**config.mk**
```make
export PLATFORM = sky130hd
export DESIGN_NAME = seq_shift_add_mult_flat
export DESIGN_NICKNAME = d
export VERILOG_FILES = /design/src/rtl/seq_shift_add_mult_if.sv /design/src/rtl/seq_shift_add_mult.sv /design/src/flat_wrapper.sv
export SDC_FILE = /design/constraint.sdc
export NUM_CORES = 1
export LEC_CHECK = 0
export ABC_AREA = 0
export CELL_PAD_IN_SITES_DETAIL_PLACEMENT = 0
export CELL_PAD_IN_SITES_GLOBAL_PLACEMENT = 2
export CORE_MARGIN = 2
export CORE_UTILIZATION = 30
export DETAILED_ROUTE_END_ITERATION = 12
export PLACE_DENSITY_LB_ADDON = 0.1
export SLEW_MARGIN = 15
export SYNTH_ARGS = -nofsm -noshare
export SYNTH_HDL_FRONTEND = slang
export SYNTH_SLANG_ARGS = --single-unit
```
**constraint.sdc**
```tcl
create_clock -name clk -period 2.4 [get_ports clk]
set_input_delay 0.48 -clock clk [delete_from_list [all_inputs] [get_ports clk]]
set_output_delay 0.48 -clock clk [all_outputs]
set_load 0.03 [all_outputs]
```
**src/rtl/seq_shift_add_mult_if.sv**
```systemverilog
// Operand/result bundle between a multiply requester (master) and the shift-add multiplier (slave).
interface seq_shift_add_mult_if #(
    parameter int W0 = 8,
    parameter int W1 = 9
);
    localparam int OUT_W = W0 + W1;

    logic             start;
    logic [W0-1:0]    input_0;
    logic [W1-1:0]    input_1;
    logic             busy;
    logic             data_valid;
    logic [OUT_W-1:0] out;

    modport master (
        output start,
        output input_0,
        output input_1,
        input  busy,
        input  data_valid,
        input  out
    );

    modport slave (
        input  start,
        input  input_0,
        input  input_1,
        output busy,
        output data_valid,
        output out
    );
endinterface

```
**src/rtl/seq_shift_add_mult.sv**
```systemverilog
// Bit-serial shift-add multiplier; MULT_SIGNED_EN selects two's-complement operands/product.
// Latency W0+2 clocks start-to-strobe; start is ignored (not queued) while busy.
module seq_shift_add_mult #(
    parameter int W0 = 8,
    parameter int W1 = 9
) (
    input  logic                 clk,
    input  logic                 rst_n,
    seq_shift_add_mult_if.slave  mif
);
    localparam int OUT_W = W0 + W1;
    localparam int CNT_W = (W0 > 1) ? $clog2(W0) : 1;

    typedef enum logic [1:0] {
        S_IDLE,
        S_RUN,
        S_DONE
    } state_t;

    state_t             state_q, state_d;
    logic [W0-1:0]      a_q, a_d;
    logic [OUT_W-1:0]   b_q, b_d;
    logic [OUT_W-1:0]   acc_q, acc_d;
    logic [OUT_W-1:0]   out_q, out_d;
    logic [CNT_W-1:0]   cnt_q, cnt_d;
    logic               dv_q, dv_d;
    logic [W0-1:0]      op0;
    logic [W1-1:0]      op1;

`ifdef MULT_SIGNED_EN
    logic neg_q, neg_d;

    // Magnitudes stay unsigned, so the most-negative value maps to 2^(W-1) exactly.
    always_comb begin
        op0 = mif.input_0[W0-1] ? (~mif.input_0 + 1'b1) : mif.input_0;
        op1 = mif.input_1[W1-1] ? (~mif.input_1 + 1'b1) : mif.input_1;
    end
`else
    always_comb begin
        op0 = mif.input_0;
        op1 = mif.input_1;
    end
`endif

    always_comb begin
        state_d = state_q;
        a_d     = a_q;
        b_d     = b_q;
        acc_d   = acc_q;
        out_d   = out_q;
        cnt_d   = cnt_q;
        dv_d    = 1'b0;
`ifdef MULT_SIGNED_EN
        neg_d   = neg_q;
`endif
        case (state_q)
            S_IDLE: begin
                if (mif.start) begin
                    a_d     = op0;
                    b_d     = OUT_W'(op1);
                    acc_d   = '0;
                    cnt_d   = '0;
`ifdef MULT_SIGNED_EN
                    neg_d   = mif.input_0[W0-1] ^ mif.input_1[W1-1];
`endif
                    state_d = S_RUN;
                end
            end
            S_RUN: begin
                // Fixed W0 iterations even once a_q runs out of ones: latency is data-independent.
                if (a_q[0]) begin
                    acc_d = acc_q + b_q;
                end
                a_d   = a_q >> 1;
                b_d   = b_q << 1;
                cnt_d = cnt_q + 1'b1;
                if (cnt_q == CNT_W'(W0 - 1)) begin
                    state_d = S_DONE;
                end
            end
            S_DONE: begin
`ifdef MULT_SIGNED_EN
                out_d = neg_q ? (~acc_q + 1'b1) : acc_q;
`else
                out_d = acc_q;
`endif
                dv_d    = 1'b1;
                state_d = S_IDLE;
            end
            default: begin
                state_d = S_IDLE;
            end
        endcase
    end

    always_ff @(posedge clk or negedge rst_n) begin
        if (!rst_n) begin
            state_q <= S_IDLE;
            a_q     <= '0;
            b_q     <= '0;
            acc_q   <= '0;
            out_q   <= '0;
            cnt_q   <= '0;
            dv_q    <= 1'b0;
`ifdef MULT_SIGNED_EN
            neg_q   <= 1'b0;
`endif
        end else begin
            state_q <= state_d;
            a_q     <= a_d;
            b_q     <= b_d;
            acc_q   <= acc_d;
            out_q   <= out_d;
            cnt_q   <= cnt_d;
            dv_q    <= dv_d;
`ifdef MULT_SIGNED_EN
            neg_q   <= neg_d;
`endif
        end
    end

    assign mif.busy       = (state_q != S_IDLE);
    assign mif.data_valid = dv_q;
    assign mif.out        = out_q;
endmodule

```
**src/flat_wrapper.sv**
```systemverilog
// flat-port wrapper written by rule: the top's interface ports become plain ports
module seq_shift_add_mult_flat 
#(
    parameter int W0 = 8,
    parameter int W1 = 9
)
  (clk, rst_n, mif_start, mif_input_0, mif_input_1, mif_busy, mif_data_valid, mif_out);
  seq_shift_add_mult_if #(.W0(W0), .W1(W1)) mif_i ();
  input  logic clk;
  input  logic rst_n;
  input wire logic [$bits(mif_i.start)-1:0] mif_start;
  input wire logic [$bits(mif_i.input_0)-1:0] mif_input_0;
  input wire logic [$bits(mif_i.input_1)-1:0] mif_input_1;
  output wire logic [$bits(mif_i.busy)-1:0] mif_busy;
  output wire logic [$bits(mif_i.data_valid)-1:0] mif_data_valid;
  output wire logic [$bits(mif_i.out)-1:0] mif_out;
  assign mif_i.start = mif_start;
  assign mif_i.input_0 = mif_input_0;
  assign mif_i.input_1 = mif_input_1;
  assign mif_busy = mif_i.busy;
  assign mif_data_valid = mif_i.data_valid;
  assign mif_out = mif_i.out;
  seq_shift_add_mult #(.W0(W0), .W1(W1)) u_core (.clk(clk), .rst_n(rst_n), .mif(mif_i));
endmodule
```
# Word-level counts from Yosys, hierarchy flattened
# Index checks and enable logic that the tools add are counted.
[word_totals]
register_bits = 65
output_inout_bits = 19
elab_cells = 34
[op_classes]
n_addsub = 2
eq_ne = 6
n_mux = 13
n_reduce_logical = 6
[op_table]
columns = ["cell", "count"]
rows = [
  ["17-bit case mux with 2 select lines", 2],
  ["17-bit two-way mux", 3],
  ["17-bit adder", 1],
  ["8-bit case mux with 2 select lines", 1],
  ["8-bit two-way mux", 1],
  ["3-bit case mux with 2 select lines", 1],
  ["2-bit two-way mux", 2],
  ["2-bit by 1-bit != test with 1-bit output, second input constant", 2],
  ["2-bit case mux with 2 select lines", 1],
  ["2-bit AND reduction", 2],
  ["2-bit nonzero test", 2],
  ["3-bit by 1-bit adder with 3-bit output, second input constant", 1],
  ["3-bit equality test, second input constant", 1],
  ["3-bit two-way mux", 1],
  ["3-bit AND reduction", 1],
  ["2-bit by 1-bit equality test with 1-bit output, second input constant", 1],
  ["2-bit equality test, second input constant", 1],
  ["2-bit logical NOT", 1],
  ["2-bit != test, second input constant", 1],
  ["1-bit two-way mux", 1],
]

# Longest topological paths before layout
# Gate-level depths: netlist (run 1).
[logic_depth]
word_depth = 3
mapped_depth = 9

# Least setup slack after synthesis (run 1)
# No wires, ideal clock.
[synth_timing]
kind = "reg-to-reg"
start = "register u_core.b_q[0]"
end = "register u_core.acc_q[16]"
setup_ps = 122
arrival_time_ps = 1869
required_ps = 2278
slack_ps = 409
stages_incl_launch_ff = 10
n_path_buf = 0
cell_sequence = "dfrtp_1 -> ha_1 -> inv_1 -> fa_1 -> nand2b_1 -> a21oi_1 -> o21ai_1 -> a21oi_1 -> mux2i_1 -> nand2_1"
[synth_via]
elab_chain_cells = 3
[synth_rtl]
columns = ["item", "line", "rtl"]
rows = [
  ["from (decl)", "seq_shift_add_mult.sv:22", "logic [OUT_W-1:0] b_q, b_d;"],
  ["from (signal assigned)", "seq_shift_add_mult.sv:100", "b_q <= '0;"],
  ["from (signal assigned)", "seq_shift_add_mult.sv:111", "b_q <= b_d;"],
  ["17-bit adder", "seq_shift_add_mult.sv:72", "acc_d = acc_q + b_q;"],
  ["17-bit two-way mux", "seq_shift_add_mult.sv:71", "if (a_q[0]) begin"],
  ["17-bit case mux with 2 select lines", "seq_shift_add_mult.sv:56", "case (state_q)"],
  ["to (signal assigned)", "seq_shift_add_mult.sv:101", "acc_q <= '0;"],
  ["to (signal assigned)", "seq_shift_add_mult.sv:112", "acc_q <= acc_d;"],
  ["to (decl)", "seq_shift_add_mult.sv:23", "logic [OUT_W-1:0] acc_q, acc_d;"],
]
# No other way between the ends. The select of a mux whose other input is x is not followed.
# A chain may end at the register's enable or synchronous reset.

# Worst setup path after layout (run 1)
# Same ends and word-level chain as after synthesis.

==> results of run 1 <==
[synth_stat cells, types with 2 or more instances]
library cell | n | area (um^2)
nand4_1 | 3 | 18.8
o21ai_0 | 26 | 130
ha_1 | 18 | 225
nand3_1 | 2 | 10.0
a21oi_1 | 25 | 125
o21ai_1 | 12 | 60.1
o31ai_1 | 2 | 15.0
nand2b_1 | 3 | 18.8
o21a_1 | 2 | 15.0
inv_1 | 8 | 30.0
nor3_1 | 3 | 15.0
nor2_1 | 9 | 33.8
o21bai_1 | 3 | 22.5
a22o_1 | 10 | 87.6
dfrtp_1 | 65 | 1630
a21o_1 | 4 | 30.0
buf_2 | 6 | 30.0
nor2b_1 | 6 | 37.5
a22oi_1 | 8 | 60.1
xor2_1 | 6 | 52.6
mux2_2 | 17 | 191
xnor2_1 | 10 | 87.6
o211ai_1 | 3 | 22.5
nand2_1 | 50 | 188
and3b_1 | 8 | 70.1
clkbuf_1 | 9 | 33.8
o41ai_2 | 2 | 32.5
[metal layers]
metal  vias up  global-route usage [%]
met5         -                       0
met4         0                    5.50
met3        12                    3.39
met2        41                    22.7
met1      1253                    18.8
li1       1272                       -
[worst min-delay path by stage]
stage                     slack, ns                 startpoint                         endpoint
after floorplan                0.18                      rst_n        u_core.a_q[0]$_DFFE_PN0P_
after global placement         0.46  u_core.a_q[2]$_DFFE_PN0P_        u_core.a_q[2]$_DFFE_PN0P_
after detailed placement       0.47  u_core.a_q[2]$_DFFE_PN0P_        u_core.a_q[2]$_DFFE_PN0P_
after CTS                      0.18                      rst_n  u_core.mif.data_valid$_DFF_PN0_
after global routing           0.20                      rst_n      u_core.acc_q[5]$_DFFE_PN0P_
final                          0.17                      rst_n      u_core.acc_q[5]$_DFFE_PN0P_
[timing repair]
action | CTS | global route
hold endpoints to repair | 0 | 0
gates resized for setup | 0 | 1
setup endpoints to repair | 0 | 1
[area by class of cell]
class                   instances  area [um^2]  area share (%)
repair buffers                 48          463            10.8
clock inverters                 3         40.0           0.933
multi-input cells             245         1710            39.7
clock buffers                  13          250            5.83
inverters                       8         30.0           0.700
flip-flops and latches         65         1630            37.9
well taps                     140          175            4.08
[state kept, by name, summed over array words and instances, names as in the netlist]
signal and flops:
u_core.b_q 17, u_core.state_q 2, u_core.mif.data_valid 1, u_core.cnt_q 3, u_core.acc_q 17, u_core.a_q 8, u_core.mif.out 17
[power breakdown]
| group | internal, uW | leakage, uW | switching [uW] |
|---|---|---|---|
| logic | 1000 | 0.000921 | 1380 |
| registers | 1500 | 0.000864 | 306 |
| clock network | 829 | 0.000144 | 455 |
| total | 3330 | 0.00193 | 2140 |
[logic make-up after synthesis]
kind of cell	share of synthesized area [%]
AOI/OAI and AO/OA	19.6
adders and majority gates	7.18
muxes	5.90
xor gates and xnor gates	4.10
DFF	47.6
buffers and inverters	2.75
and+or+nand+nor	12.8
[worst max-delay path, stage by stage, from the launching register on]
cell,delay [ns]
dfrtp_1,0.39
ha_1,0.19
inv_1,0.06
fa_1,0.38
nand2b_1,0.19
a21oi_2,0.18
o21ai_1,0.14
a21oi_1,0.25
mux2i_1,0.20
nand2_1,0.07
[metrics by stage]
step                total power [uW]  setup WS, ns  hold slack, ns  instances
detailed placement              4250         0.174           0.470        506
floorplan                       3450         0.409           0.184        333
CTS                             5570         0.157           0.179        522
global route                    5930        0.0413           0.201        522
global placement                4220         0.262           0.464        506
finish                          5470         0.243           0.168        522
==> impl_results.md, run 1 <==
* Initial antenna violation count at 0
* Detail Route Antenna Nets at 0
* First-pass GRT wire length at 14,000 um
* # rows at 38
* WL met1 at 3970 um
* Clk Latency, worst-skew pair at 0.33 ns
* Pleak at 0.00193 uW
* #FFs+latches synth at 65
* WL met2 at 3730 um
* Die ar. at 12,300 um^2
* Warnings from Yosys at 0
* CTS Root Cell: clkbuf_16
* Clock buffer depth at 2
* Setup CP Type: reg2reg
* Io pins at 39
* Fmax at 464 MHz
* Final setup fails at 0
* Residual DRC at 0
* R2r endpoint: u_core.acc_q[16]$_DFFE_PN0P_
* # hold bufs at CTS at 0
* Pins Over Slew Limit at 0
* Syn Inst Count at 333
* Async SR Flop Fraction at 100%
* Critical-path maximum fanout at 4
* Netlist cell types at 40
* Chip height at 111 um
* TNS Setup at 0 ns
* RSZ-0062 raised after global routing: no
* Fill cells at 1,114
* H-tree depth at 3
* Area grow syn2layout at 25.6%
* Slew headroom at 58.2%
* Share of layout cells above drive strength 1 at 13.9%
* Post-layout util at 39.1%
* Fin area at 4290 um^2
* Most frequent cells in the layout: dfrtp_1 (65), nand2_1 (50), clkdlybuf4s50_1 (37)
* Crit path time final at 2.16 ns
* Hold crit path type: in2async
* Reg clk slew, reported paths at 0.05 ns
* DR WL/cell at 15.5 um
* Status: finished clean
* Uppermost layer routed: met4
* Width of the die at 111 um
* MaxCap Viol Count at 0
* Post-DP Area at 4000 um^2
* Crit share post-route at 89.9%
* TritonCTS Sinks at 65
* Worst Setup SP: u_core.b_q[0]$_DFFE_PN0P_
* Hpwl dp at 5650 um
* Vias per cell at 4.94
* Seq/Total Area, Yosys at 47.6%
* Top_reg_cell synth: dfrtp_1
* Peak supply drop at 533 uV
* Syn nets at 372
* Mapped Area at 3420 um^2
* Number of buffers created by CTS at 9
* CTS tree: done
* Crit start category: flip-flop
* Critical Path End: u_core.acc_q[16]$_DFFE_PN0P_
* Vias post-DR at 2,578
* RD Place Congestion at 0.765
* Final Skew at 0.00655 ns
* Post-synth EDFFs at 0
* Ant. Diodes at 0
* Largest net degree at the start of global routing at 66
* Initial DRT Pass Iterations at 4
* Nature of the critical path endpoint: flip-flop
* R2r setup slk at 0.24 ns
* Number of port buffers at 38
* Syn Area/Cell at 10.3 um^2
* Final net count at 416
* GRT Util Overall at 14.3%
* Final hold viol count at 0
* Data required, critical path at 2.61 ns
* Slew @ Worst Pin at 0.626 ns
* Final Routed Wirelength at 8110 um
* Post-CTS Setup Inserts at 0
* R2r startpoint: u_core.b_q[0]$_DFFE_PN0P_
* Congestion Overflow GR at 0
* Met3 wire length at 258 um
* Vias in the first global route at 2,711
* R2R cell count at 9
* Starting Density at 31.1%
* Commonest non-fill, non-tap cell in the layout: dfrtp_1
* Core area at 11,000 um^2
* Iter 0 DRT Violations at 110
* Power per Cell Area at 1270 nW/um^2
* CP arrival at 2.37 ns
Power figures use the tool's default switching activity.
==> run 2, diff against run 1 <==
--- a/config.mk
+++ b/config.mk
@@ -11,6 +11,7 @@
 export CORE_MARGIN = 2
 export CORE_UTILIZATION = 30
 export DETAILED_ROUTE_END_ITERATION = 12
+export HOLD_SLACK_MARGIN = 0.02
 export PLACE_DENSITY_LB_ADDON = 0.1
 export SLEW_MARGIN = 15
 export SYNTH_ARGS = -nofsm -noshare
==> results of run 2 <==
Same layout as run 1: the final DEF is identical, and so are final timing and power.
